## src/rtl/easyaxi_pkg.sv

```systemverilog
// Shared AXI constants, pattern seed and state encoding for the EasyAXI traffic generator.
package easyaxi_pkg;

    localparam logic [1:0]  AXI_RESP_OKAY  = 2'b00;
    localparam logic [1:0]  AXI_BURST_INCR = 2'b01;
    localparam logic [31:0] TG_PATTERN     = 32'hA5A5A5A5;

    typedef enum logic [2:0] {
        TG_IDLE    = 3'd0,
        TG_WR_ADDR = 3'd1,
        TG_WR_DATA = 3'd2,
        TG_WR_RESP = 3'd3,
        TG_RD_ADDR = 3'd4,
        TG_RD_DATA = 3'd5,
        TG_DONE    = 3'd6
    } tg_state_t;

endpackage

```

## src/rtl/easyaxi_tg_watchdog.sv

```systemverilog
// Handshake-idle watchdog: counts active cycles without any channel handshake and flags expiry
// on the TIMEOUT_CYC-th such cycle.
module easyaxi_tg_watchdog #(
    parameter int TIMEOUT_CYC = 10000
) (
    input  logic i_clk,
    input  logic i_rst,
    input  logic i_active,
    input  logic i_handshake,
    output logic o_expire
);

    localparam int            CW    = $clog2(TIMEOUT_CYC + 1);
    localparam logic [CW-1:0] LIMIT = CW'(TIMEOUT_CYC - 1);

    logic [CW-1:0] r_count;

    assign o_expire = i_active && !i_handshake && (r_count == LIMIT);

    // idle counter: restarts on any handshake, outside the active states, and after expiry
    always_ff @(posedge i_clk or posedge i_rst) begin
        if (i_rst) begin
            r_count <= '0;
        end else if (!i_active || i_handshake || o_expire) begin
            r_count <= '0;
        end else begin
            r_count <= r_count + CW'(1);
        end
    end

endmodule

```

## src/rtl/easyaxi_traffic_gen.sv

```systemverilog
// AXI master traffic generator: writes TXN_NUM INCR bursts of an address-derived pattern,
// reads them back, checks every beat and reports sticky error/timeout status with done.
module easyaxi_traffic_gen
    import easyaxi_pkg::*;
#(
    parameter int                    ADDR_WIDTH  = 32,
    parameter int                    DATA_WIDTH  = 32,
    parameter int                    TXN_NUM     = 8,
    parameter int                    BURST_LEN   = 4,
    parameter logic [ADDR_WIDTH-1:0] BASE_ADDR   = '0,
    parameter int                    TIMEOUT_CYC = 10000
) (
    input  logic                  clk,
    input  logic                  rst,
    input  logic                  enable,
    output logic                  done,
    output logic                  error,
    output logic                  timeout,
    output logic                  awvalid,
    input  logic                  awready,
    output logic [ADDR_WIDTH-1:0] awaddr,
    output logic [7:0]            awlen,
    output logic                  wvalid,
    input  logic                  wready,
    output logic [DATA_WIDTH-1:0] wdata,
    output logic                  wlast,
    input  logic                  bvalid,
    output logic                  bready,
    input  logic [1:0]            bresp,
    output logic                  arvalid,
    input  logic                  arready,
    output logic [ADDR_WIDTH-1:0] araddr,
    output logic [7:0]            arlen,
    input  logic                  rvalid,
    output logic                  rready,
    input  logic [DATA_WIDTH-1:0] rdata,
    input  logic [1:0]            rresp,
    input  logic                  rlast
);

    localparam int               BEAT_BYTES  = DATA_WIDTH / 8;
    localparam int               BURST_BYTES = BURST_LEN * BEAT_BYTES;
    localparam int               TXN_W       = $clog2(TXN_NUM + 1);
    localparam logic [TXN_W-1:0] LAST_TXN    = TXN_W'(TXN_NUM - 1);
    localparam logic [7:0]       LAST_BEAT   = 8'(BURST_LEN - 1);

    if (BURST_BYTES > 4096) begin : g_chk_4k
        $error("easyaxi_traffic_gen: burst crosses a 4KB boundary");
    end
    if ((BASE_ADDR % BURST_BYTES) != 0) begin : g_chk_align
        $error("easyaxi_traffic_gen: BASE_ADDR not aligned to burst size");
    end

    function automatic logic [ADDR_WIDTH-1:0] beat_addr(input logic [ADDR_WIDTH-1:0] base,
                                                        input logic [7:0] beat);
        return base + ADDR_WIDTH'(beat) * ADDR_WIDTH'(BEAT_BYTES);
    endfunction

    // pattern word is replicated bitwise across the data bus, truncating the top copy
    function automatic logic [DATA_WIDTH-1:0] beat_pattern(input logic [ADDR_WIDTH-1:0] a);
        logic [ADDR_WIDTH-1:0] v;
        logic [DATA_WIDTH-1:0] d;
        v = a ^ ADDR_WIDTH'(TG_PATTERN);
        for (int i = 0; i < DATA_WIDTH; i++) begin
            d[i] = v[i % ADDR_WIDTH];
        end
        return d;
    endfunction

    tg_state_t        r_state;
    tg_state_t        w_next_state;
    logic [TXN_W-1:0] r_txn;
    logic [7:0]       r_beat;
    logic             w_aw_hs, w_w_hs, w_b_hs, w_ar_hs, w_r_hs;
    logic             w_any_hs, w_active, w_expire, w_last_beat, w_last_txn;

    assign w_aw_hs     = awvalid && awready;
    assign w_w_hs      = wvalid && wready;
    assign w_b_hs      = bvalid && bready;
    assign w_ar_hs     = arvalid && arready;
    assign w_r_hs      = rvalid && rready;
    assign w_any_hs    = w_aw_hs || w_w_hs || w_b_hs || w_ar_hs || w_r_hs;
    assign w_active    = (r_state != TG_IDLE) && (r_state != TG_DONE);
    assign w_last_beat = (r_beat == LAST_BEAT);
    assign w_last_txn  = (r_txn == LAST_TXN);

    easyaxi_tg_watchdog #(
        .TIMEOUT_CYC (TIMEOUT_CYC)
    ) u_watchdog (
        .i_clk       (clk),
        .i_rst       (rst),
        .i_active    (w_active),
        .i_handshake (w_any_hs),
        .o_expire    (w_expire)
    );

    // next-state logic; watchdog expiry overrides every other transition
    always_comb begin
        w_next_state = r_state;
        if (w_expire) begin
            w_next_state = TG_DONE;
        end else begin
            case (r_state)
                TG_IDLE:    w_next_state = enable ? TG_WR_ADDR : TG_IDLE;
                TG_WR_ADDR: w_next_state = w_aw_hs ? TG_WR_DATA : TG_WR_ADDR;
                TG_WR_DATA: w_next_state = (w_w_hs && wlast) ? TG_WR_RESP : TG_WR_DATA;
                TG_WR_RESP: w_next_state = !w_b_hs ? TG_WR_RESP :
                                           (w_last_txn ? TG_RD_ADDR : TG_WR_ADDR);
                TG_RD_ADDR: w_next_state = w_ar_hs ? TG_RD_DATA : TG_RD_ADDR;
                TG_RD_DATA: w_next_state = !(w_r_hs && w_last_beat) ? TG_RD_DATA :
                                           (w_last_txn ? TG_DONE : TG_RD_ADDR);
                TG_DONE:    w_next_state = enable ? TG_DONE : TG_IDLE;
                default:    w_next_state = TG_IDLE;
            endcase
        end
    end

    // state register
    always_ff @(posedge clk or posedge rst) begin
        if (rst) begin
            r_state <= TG_IDLE;
        end else begin
            r_state <= w_next_state;
        end
    end

    // registered channel controls, payloads, counters and sticky status
    always_ff @(posedge clk or posedge rst) begin
        if (rst) begin
            awvalid <= 1'b0;
            wvalid  <= 1'b0;
            bready  <= 1'b0;
            arvalid <= 1'b0;
            rready  <= 1'b0;
            done    <= 1'b0;
            error   <= 1'b0;
            timeout <= 1'b0;
            awaddr  <= '0;
            awlen   <= 8'd0;
            araddr  <= '0;
            arlen   <= 8'd0;
            wdata   <= '0;
            wlast   <= 1'b0;
            r_txn   <= '0;
            r_beat  <= 8'd0;
        end else begin
            awvalid <= (w_next_state == TG_WR_ADDR);
            wvalid  <= (w_next_state == TG_WR_DATA);
            bready  <= (w_next_state == TG_WR_RESP);
            arvalid <= (w_next_state == TG_RD_ADDR);
            rready  <= (w_next_state == TG_RD_DATA);
            done    <= (w_next_state == TG_DONE);
            if (w_expire) begin
                timeout <= 1'b1;
            end
            case (r_state)
                TG_IDLE: begin
                    if (enable) begin
                        r_txn   <= '0;
                        r_beat  <= 8'd0;
                        error   <= 1'b0;
                        timeout <= 1'b0;
                        awaddr  <= BASE_ADDR;
                        awlen   <= LAST_BEAT;
                        arlen   <= LAST_BEAT;
                    end
                end
                TG_WR_ADDR: begin
                    if (w_aw_hs) begin
                        r_beat <= 8'd0;
                        wdata  <= beat_pattern(awaddr);
                        wlast  <= (LAST_BEAT == 8'd0);
                    end
                end
                TG_WR_DATA: begin
                    if (w_w_hs && !wlast) begin
                        r_beat <= r_beat + 8'd1;
                        wdata  <= beat_pattern(beat_addr(awaddr, r_beat + 8'd1));
                        wlast  <= ((r_beat + 8'd1) == LAST_BEAT);
                    end
                end
                TG_WR_RESP: begin
                    if (w_b_hs) begin
                        if (bresp != AXI_RESP_OKAY) begin
                            error <= 1'b1;
                        end
                        if (w_last_txn) begin
                            r_txn  <= '0;
                            araddr <= BASE_ADDR;
                        end else begin
                            r_txn  <= r_txn + TXN_W'(1);
                            awaddr <= awaddr + ADDR_WIDTH'(BURST_BYTES);
                        end
                    end
                end
                TG_RD_ADDR: begin
                    if (w_ar_hs) begin
                        r_beat <= 8'd0;
                    end
                end
                TG_RD_DATA: begin
                    if (w_r_hs) begin
                        if ((rresp != AXI_RESP_OKAY) || (rlast != w_last_beat) ||
                            (rdata != beat_pattern(beat_addr(araddr, r_beat)))) begin
                            error <= 1'b1;
                        end
                        r_beat <= r_beat + 8'd1;
                        if (w_last_beat && !w_last_txn) begin
                            r_txn  <= r_txn + TXN_W'(1);
                            araddr <= araddr + ADDR_WIDTH'(BURST_BYTES);
                        end
                    end
                end
                default: begin
                end
            endcase
        end
    end

endmodule

```

## config.mk

```make
export PLATFORM = sky130hd
export DESIGN_NAME = easyaxi_traffic_gen
export DESIGN_NICKNAME = d
export VERILOG_FILES = /design/src/rtl/easyaxi_pkg.sv /design/src/rtl/easyaxi_tg_watchdog.sv /design/src/rtl/easyaxi_traffic_gen.sv
export SDC_FILE = /design/constraint.sdc
export NUM_CORES = 1
export LEC_CHECK = 0
export ABC_AREA = 1
export CORE_ASPECT_RATIO = 1.4
export CORE_UTILIZATION = 30
export CTS_CLUSTER_DIAMETER = 120
export CTS_CLUSTER_SIZE = 8
export DETAILED_ROUTE_END_ITERATION = 16
export MAX_ROUTING_LAYER = met4
export RECOVER_POWER = 50
export SKIP_CTS_REPAIR_TIMING = 1
export SLEW_MARGIN = 20
export SYNTH_ARGS = -nofsm -noshare
export SYNTH_HDL_FRONTEND = slang
export SYNTH_SLANG_ARGS = --single-unit
```

## constraint.sdc

```tcl
create_clock -name clk -period 6.2 [get_ports clk]
set_input_delay 1.24 -clock clk [delete_from_list [all_inputs] [get_ports clk]]
set_output_delay 1.24 -clock clk [all_outputs]
set_load 0.005 [all_outputs]
```

Yosys cells after proc, flatten, opt, wreduce, memory -nomap -nowiden:

Cells that the tools add are included.
Widths: inputs -> output; s select.

* register bits: 135
* input bits: 45
* output and inout bits: 121
* word-level logic and storage cells: 145

* add/subtract/negate cells: 7
* equal/unequal tests: 30
* multiplexer cells: 48
* bitwise operators: 3
* reduce and logical (&&, ||, !) cells: 40

Operators with widths (count)
* $mux 32: 9
* $pmux 32 s2: 3
* $add 32x10->32: 2
* $add 32x5->32 const B: 2
* $not 16->16: 3
* $mux 8: 5
* $pmux 8 s5: 1
* $ne 32x32->1: 1
* $ne 2x2->1 const B: 11
* $pmux 3 s7: 1
* $mux 4: 5
* $eq 3x3->1 const B: 6
* $eq 8x2->1 const B: 2
* $add 14x1->14 const B: 1
* $eq 14x14->1 const B: 1
* $mux 14: 1
* $mux 1: 13
* $eq 3x2->1 const B: 4
* $logic_and 1x1->1: 12
* $mux 3: 4
* $pmux 4 s3: 1
* $reduce_and 6->1: 2
* $reduce_and 5->1: 2
* $reduce_bool 2->1: 5
* other kinds (17): 31

Longest topological paths before layout:

Gate-level depths: netlist (run 1).

* depth in word-level cells: 11
* mapped depth: 19
* depth with buffers taken out: 19

Cells and area by module:

From an unflattened synthesis (run 1), not the netlist that was laid out.

* cells, all modules: 1290
* area total of the unflattened synthesis: 8824.7 um2

Modules (own cells, without submodules)
* easyaxi_traffic_gen: instances 1, cells an instance 1173, area an instance 7985.2 um2, sequential area each 2802.7 um2
* easyaxi_tg_watchdog: instances 1, cells an instance 117, area an instance 839.6 um2, sequential area each 350.3 um2

Least setup slack after synthesis (run 1):

No wires, ideal clock.

* path type: reg2reg
* start: register r_beat[0]
* end: register wdata[22]
* setup time: 0.076 ns
* arrival: 2.728 ns
* data required time: 6.124 ns
* slack: 3.396 ns
* cell stages (with the launch flop): 20
* buffers on the path: 0
* period minus slack after synthesis: 2.804 ns
* cell sequence: dfrtp_1 inv_1 nor3_1 nand3_1 nor2_1 nand2_1 xor2_1 inv_1 ha_1 nand2_1 inv_1 nand2_1 o21ai_1 nand2_1 nor2_2 inv_1 nor2_1 nand2_1 xor2_1 o21ai_1

* word-level cells in the longest chain between the ends: 4

Ends and longest elaborated chain
* start, declared: RTL line easyaxi_traffic_gen.sv:73 `logic [7:0] r_beat;`
* start signal, assigned: RTL line easyaxi_traffic_gen.sv:177 `r_beat <= r_beat + 8'd1;`
* start signal, assigned: RTL line easyaxi_traffic_gen.sv:207 `r_beat <= r_beat + 8'd1;`
* $add 8x1->8: RTL line easyaxi_traffic_gen.sv:178 `wdata <= beat_pattern(beat_addr(awaddr, r_beat + 8'd1));`
* $add 32x10->32: RTL line easyaxi_traffic_gen.sv:56 `return base + ADDR_WIDTH'(beat) * ADDR_WIDTH'(BEAT_BYTES);`
* $mux 32: RTL line easyaxi_traffic_gen.sv:176 `if (w_w_hs && !wlast) begin`
* $pmux 32 s2: RTL line easyaxi_traffic_gen.sv:156 `case (r_state)`
* end signal, assigned: RTL line easyaxi_traffic_gen.sv:171 `wdata <= beat_pattern(awaddr);`
* end signal, assigned: RTL line easyaxi_traffic_gen.sv:178
* end, declared: RTL line easyaxi_traffic_gen.sv:25 `output logic [DATA_WIDTH-1:0] wdata,`

No other way between the ends. The select of a mux whose other input is x is not followed.
A chain may end at the register's enable or synchronous reset.

==> results of run 1 <==
==> area by class of cell <==
cell class                      instances  share of cell area, %
Clock buffer                           17                  3.984
Clock inverter                         15                  1.441
Inverter                              170                  5.999
Multi-Input combinational cell        847                  40.98
Sequential cell                       126                  29.53
Tap cell                              365                  4.277
Timing Repair Buffer                  149                  13.79
==> per-layer routing <==
metal / up-vias / track usage, %
li1: 4030 / -
met1: 3683 / 20.94
met2: 248 / 33.82
met3: 58 / 3.642
met4: 0 / 9.120
met5: - / -
==> cell families (layout without fill, tap and decap cells) <==
family | count (synthesis) | count (layout) | share of synthesized area, %
buf+inv | 208 | 351 | 10.58
xor+xnor | 67 | 67 | 7.031
compound gates | 184 | 184 | 11.95
fa+ha+maj | 19 | 19 | 2.849
flops | 126 | 126 | 37.78
simple gates | 555 | 555 | 29.76
other cells | 1 | 22 | 0.04493
==> synthesized netlist by cell type (3+ instances only) <==
master	n
a211oi_1	3
a21o_1	3
a21oi_1	59
a31oi_1	12
buf_2	3
buf_4	24
clkbuf_1	10
dfrtp_1	126
ha_1	19
inv_1	158
inv_2	10
nand2_1	257
nand2_2	3
nand3_1	69
nand3_2	3
nand3b_1	4
nand4_1	21
nor2_1	130
nor2_2	6
nor2_4	4
nor3_1	32
nor3_2	3
nor4_1	10
o21a_1	5
o21ai_0	80
o21ai_1	8
o22ai_1	6
or2_2	3
xnor2_1	16
xor2_1	51
==> worst max path at each step <==
stage | start | end | slack [ns]
6_report | rst | wdata[14] | 2.24
5_1_grt | rst | wdata[14] | 1.63
3_3_place_gp | awready | wdata[0] | 2.58
3_5_place_dp | awready | wdata[0] | 2.53
4_1_cts | r_beat[0] | wdata[20] | 2.71
2_1_floorplan | rst | araddr[10] | 1.60
==> placed cells by master (no fill, tap or decap), drive strengths merged, types with 12 or more instances in the layout <==
cell type	netlist	routed
a21oi	60	60
a31oi	12	12
clkbuf	10	19
clkdlybuf4s50	0	115
conb	1	22
dfrtp	126	126
dlygate4sd3	0	29
ha	19	19
inv	168	174
nand2	262	262
nand3	72	72
nand4	23	23
nor2	140	140
nor3	37	37
o21ai	88	88
xnor2	16	16
xor2	51	51
==> metrics by stage <==
stage	hold WS (ns)	util, %	power [W]
after floorplan	0.4329	-	0.001737
after global placement	0.4458	37.36	0.002218
after detailed placement	0.4568	37.36	0.002224
after CTS	0.4641	39.50	0.003220
after global routing	0.4873	39.41	0.003376
final	0.4599	39.41	0.003144
==> critical path: stages <==
cell and delay (ns):
dlygate4sd3_1 0.55, clkinvlp_2 0.98, clkbuf_1 1.36
==> flip-flops by register name, indices dropped and copies added (netlist names) <==
name and count:
araddr 28, arvalid 1, awaddr 28, awlen 1
awvalid 1, bready 1, done 1, error 1
r_beat 8, r_state 3, r_txn 4, rready 1
timeout 1, u_watchdog.r_count 14, wdata 31, wlast 1
wvalid 1
==> power by group through the flow <==
stage	logic (W)	registers, W	clock network [W]
after detailed placement	0.00110	0.00113	0
after floorplan	0.000640	0.00110	0
after CTS	0.00110	0.00112	0.00100
after global routing	0.00120	0.00113	0.00105
final	0.00105	0.00111	0.000985
after global placement	0.00109	0.00113	0
==> out/metrics.cfg, run 1 <==
[outcome]
status = complete, but fails checks
violations = capacitance limit, slew limit

[critical_path]
r2r_cells = 18
ff2ff_setup_slack_ns = 2.72
start_kind = input port
worstSetupEndpointType = async pin
worst_ep_arrival_time_ns = 4.14
worstReg2RegEnd = wdata[20]
crit_type = in -> async
required_ns = 6.38
cp_max_fo = 37
rr_startpoint = r_beat[0]

[die]
num_rows = 71
die_area_sq_um = 28500
start_util_pct = 30.80
chipWidth_microns = 143.0
io_pins = 166
die_height_microns = 199.3
core-area_sq_um = 27090

[route]
vias = 8019
finalWirelength_microns = 25830
drt_iter0_drc = 367
dr_wl_met2_microns = 13190
firstDrtPassIters = 5
wl_met1_microns = 10350
wl_met3_microns = 1309
top_layer_used = met4
drc_errors = 0
viasPerCell = 4.748
route.detailed.wl_per_inst_microns = 15.30
ant_nets = 0

[global_route]
grt_first_pass_wirelength_microns = 40890
grt_start_max_net_pins = 59
grt_pass1_vias = 7869
track_usage_pct = 19.32
antenna_found_initial = 0
grt.overflow.total = 0

[clocking]
cts_buffers = 17
clkSlewWorstSetupHoldPaths_ns = 0.05
clockRootBuffer = clkbuf_16
numClockSinks = 126
cts_tree = done
insertion_delay_ns = 0.42
cts_buffer_depth = 2
h-tree-depth = 4

[layout]
fin_area_sq_um = 10680
drive_gt1_share_pct = 5.514
finalNetCount = 1375
multi_input_area_sq_um = 4377
layoutNonFillerInstCount = 1689
syn_to_final_growth_pct = 27.96
regArea_sq_um = 3153
fillCellCount = 2835
antennaDiodeCount = 0

[timing]
slew_viol_final = 72
min_period_over_period_pct = 63.90
relSlewSlack_pct = -18.80
fmax_ghz = 0.2524
rsz0062_at_grt = false
tightest_slew_ns = 1.782
hold_viol = 0
fin_setup_tns_ns = 0
finClkSkew_ns = 0.01322
setup_viol = 0
period_needed_ns = 3.962
final.setup.worst_slack_ns = 2.238

[place]
place_inst = 1657
port_buffers = 144
gp_congestion = 0.9342
dpl.hpwl_microns = 20360
place_area_sq_um = 10120
post-place-ws_ns = 2.529

[power_and_ir_drop]
p_clk_share_pct = 31.3
ir_drop_mv = 0.1924
swShare_pct = 37.36
internal_power_w = 0.001970
power_density_nw_per_um2 = 294.5
power_leakage_nw = 4.891
p_sw_w = 0.001175
power.share.sequential_pct = 35.3
combPwrFrac_pct = 33.3

[logic_synthesis]
synth_top_area_cell = dfrtp_1
synth-async-reset-ratio_pct = 100.0
yosysUniqueCellTypes = 49
synth_seq_cells = 126
synth_edf_count = 0
ys_warn_count = 0
yosysSeqAreaShare_pct = 37.78
netlist_instances = 1160
synth_area_leaders = dfrtp_1, nand2_1, inv_1
synth_top_area_share_pct = 37.78
synth_area_sq_um = 8346
avgSynthCellArea_sq_um = 7.194
synthFlopType = dfrtp_1

[hold_path]
holdPathStages = 1
hold_class = reg -> reg
min_from = u_watchdog.r_count[0]
hold-path-endpoint = u_watchdog.r_count[0]

[flow_run]
cap_violations = 2

Note: power is estimated with default switching activity, not from simulation.
==> run 2: changes to the inputs <==
Clock period 6.2 ns to 3.6 ns, I/O delays scaled along.
==> run 2 against run 1 <==
The flow still finishes with violations (capacitance limit, slew limit). Sequential cell count stayed put. Critical path depth is 9 higher. Clock power is 79% higher. Sequential share of layout area is 0.069 points lower. Combinational power is 75% higher. Via count is 1.1% higher. Global-route usage is 0.54 points higher. Critical path type is now reg -> reg.
==> out/metrics.cfg, run 2 (same netlist as run 1, synthesis figures left out) <==
[die]
io_pins = 166
die_area_sq_um = 28500
chipWidth_microns = 143.0
start_util_pct = 30.80
core-area_sq_um = 27090
num_rows = 71
die_height_microns = 199.3

[clocking]
clockRootBuffer = clkbuf_16
cts_tree = done
cts_buffer_depth = 2
clkSlewWorstSetupHoldPaths_ns = 0.05
numClockSinks = 126
h-tree-depth = 4
insertion_delay_ns = 0.43
cts_buffers = 17

[timing]
final.setup.worst_slack_ns = 0.3963
period_needed_ns = 3.204
slew_viol_final = 115
min_period_over_period_pct = 88.99
hold_viol = 0
fin_setup_tns_ns = 0
relSlewSlack_pct = -5.467
rsz0062_at_grt = false
finClkSkew_ns = 0.01156
tightest_slew_ns = 1.582
setup_viol = 0
fmax_ghz = 0.3121

[route]
firstDrtPassIters = 5
drt_iter0_drc = 454
drc_errors = 0
viasPerCell = 4.799
ant_nets = 0
route.detailed.wl_per_inst_microns = 15.61
finalWirelength_microns = 26360
vias = 8106

[place]
port_buffers = 144
place_inst = 1657
post-place-ws_ns = 0.3187
gp_congestion = 0.9075
place_area_sq_um = 10140
dpl.hpwl_microns = 20620

[critical_path]
required_ns = 3.93
worstSetupEndpointType = register
cp_max_fo = 11
worst_ep_arrival_time_ns = 3.54
critPathMaxStageDelay_ns = 0.81
crit_type = reg -> reg
cp_cell_sequence = inv_1 > nor3_1 > clkinv_1 > nand2_1 > nand2_2 > nor2_4 > nand2_4 > clkinv_2 > nand4_2 > nor2_2 > a31oi_1 > nor3_1
start_kind = register
slowest_stage = nor3_1
crit_top_cell = nor3_1

[flow_run]
cap_violations = 1

[layout]
biggestRegsByFlops = wdata (31), araddr (28), awaddr (28)
finish.utilization_pct = 39.51
syn_to_final_growth_pct = 28.26
largest_reg_flops = 31
fin_area_sq_um = 10700
regMostFlops = wdata
layoutNonFillerInstCount = 1689
layout_commonest_cell = nand2_1
final_cell_mix = nand2_1, inv_1, nor2_1
fillCellCount = 2804
antennaDiodeCount = 0
finalNetCount = 1375
drive_gt1_share_pct = 5.060

[outcome]
violations = capacitance limit, slew limit
status = complete, but fails checks

[global_route]
grt_first_pass_wirelength_microns = 41610
grt_pass1_vias = 7922
grt.overflow.total = 0
antenna_found_initial = 0
grt_start_max_net_pins = 115
track_usage_pct = 19.86

[power_and_ir_drop]
ir_drop_mv = 0.3950
power_density_nw_per_um2 = 516.2
power_leakage_nw = 4.913

[hold_path]
hold_class = reg -> reg

[run 2: metal layers]
metal / track usage (%) / vias to the layer above / wire, microns
met3: 4.409 / 60 / 1602
met2: 34.71 / 252 / 13470
met1: 21.22 / 3766 / 10250
met4: 9.200 / 0 / 1041
li1: - / 4028 / -
met5: - / - / 0
[run 2: worst max-delay path, delay by kind of cell (launching register included)]
| family | cells | cell delay [ns] |
|---|---|---|
| AOI/OAI and AO/OA | 1 | 0.11 |
| buffers and inverters | 3 | 0.62 |
| DFF | 1 | 0.38 |
| and+or+nand+nor | 8 | 1.98 |
[run 2: final cells by class]
cell class | instances | area (sq um) | area share [%]
clock buffers | 21 | 460.4 | 4.302
clock inverters | 11 | 140.1 | 1.309
inverters | 170 | 640.6 | 5.985
multi-input cells | 847 | 4378 | 40.90
flip-flops and latches | 126 | 3153 | 29.46
well taps | 365 | 456.7 | 4.267
repair buffers | 149 | 1475 | 13.78
[run 2: where the power goes]
group	leakage [nW]	switching [W]	internal [W]	total (W)
registers	1.65	0.000251	0.00167	0.00193
clock network	0.285	0.000644	0.00112	0.00176
logic	2.98	0.00109	0.000752	0.00184
[run 2: metrics by stage]
stage                     power [W]  hold slack, ns
after floorplan            0.002992          0.4329
after global placement     0.003848          0.4463
after detailed placement   0.003873          0.4617
after CTS                  0.005667          0.4714
after global routing       0.005932          0.5037
final                      0.005526          0.4628
[run 2: final timing paths]
check / start / end / slack [ns] / cells after the start
setup reg to reg: r_state[1] / araddr[31] / 0.40 / 12
max in group asynchronous: rst / error / 0.77 / 3
hold / removal: error / error / 0.46 / 2
min in group asynchronous: rst / araddr[29] / 0.81 / 2
hold reg to reg: error / error / 0.46 / 2
setup / recovery: r_state[1] / araddr[31] / 0.40 / 12
==> run 3: changes to the inputs <==
Settings changed: TNS_END_PERCENT set to 50.
==> results of run 3 <==
Same layout as run 2: the final DEF is identical, and so are final timing and power.
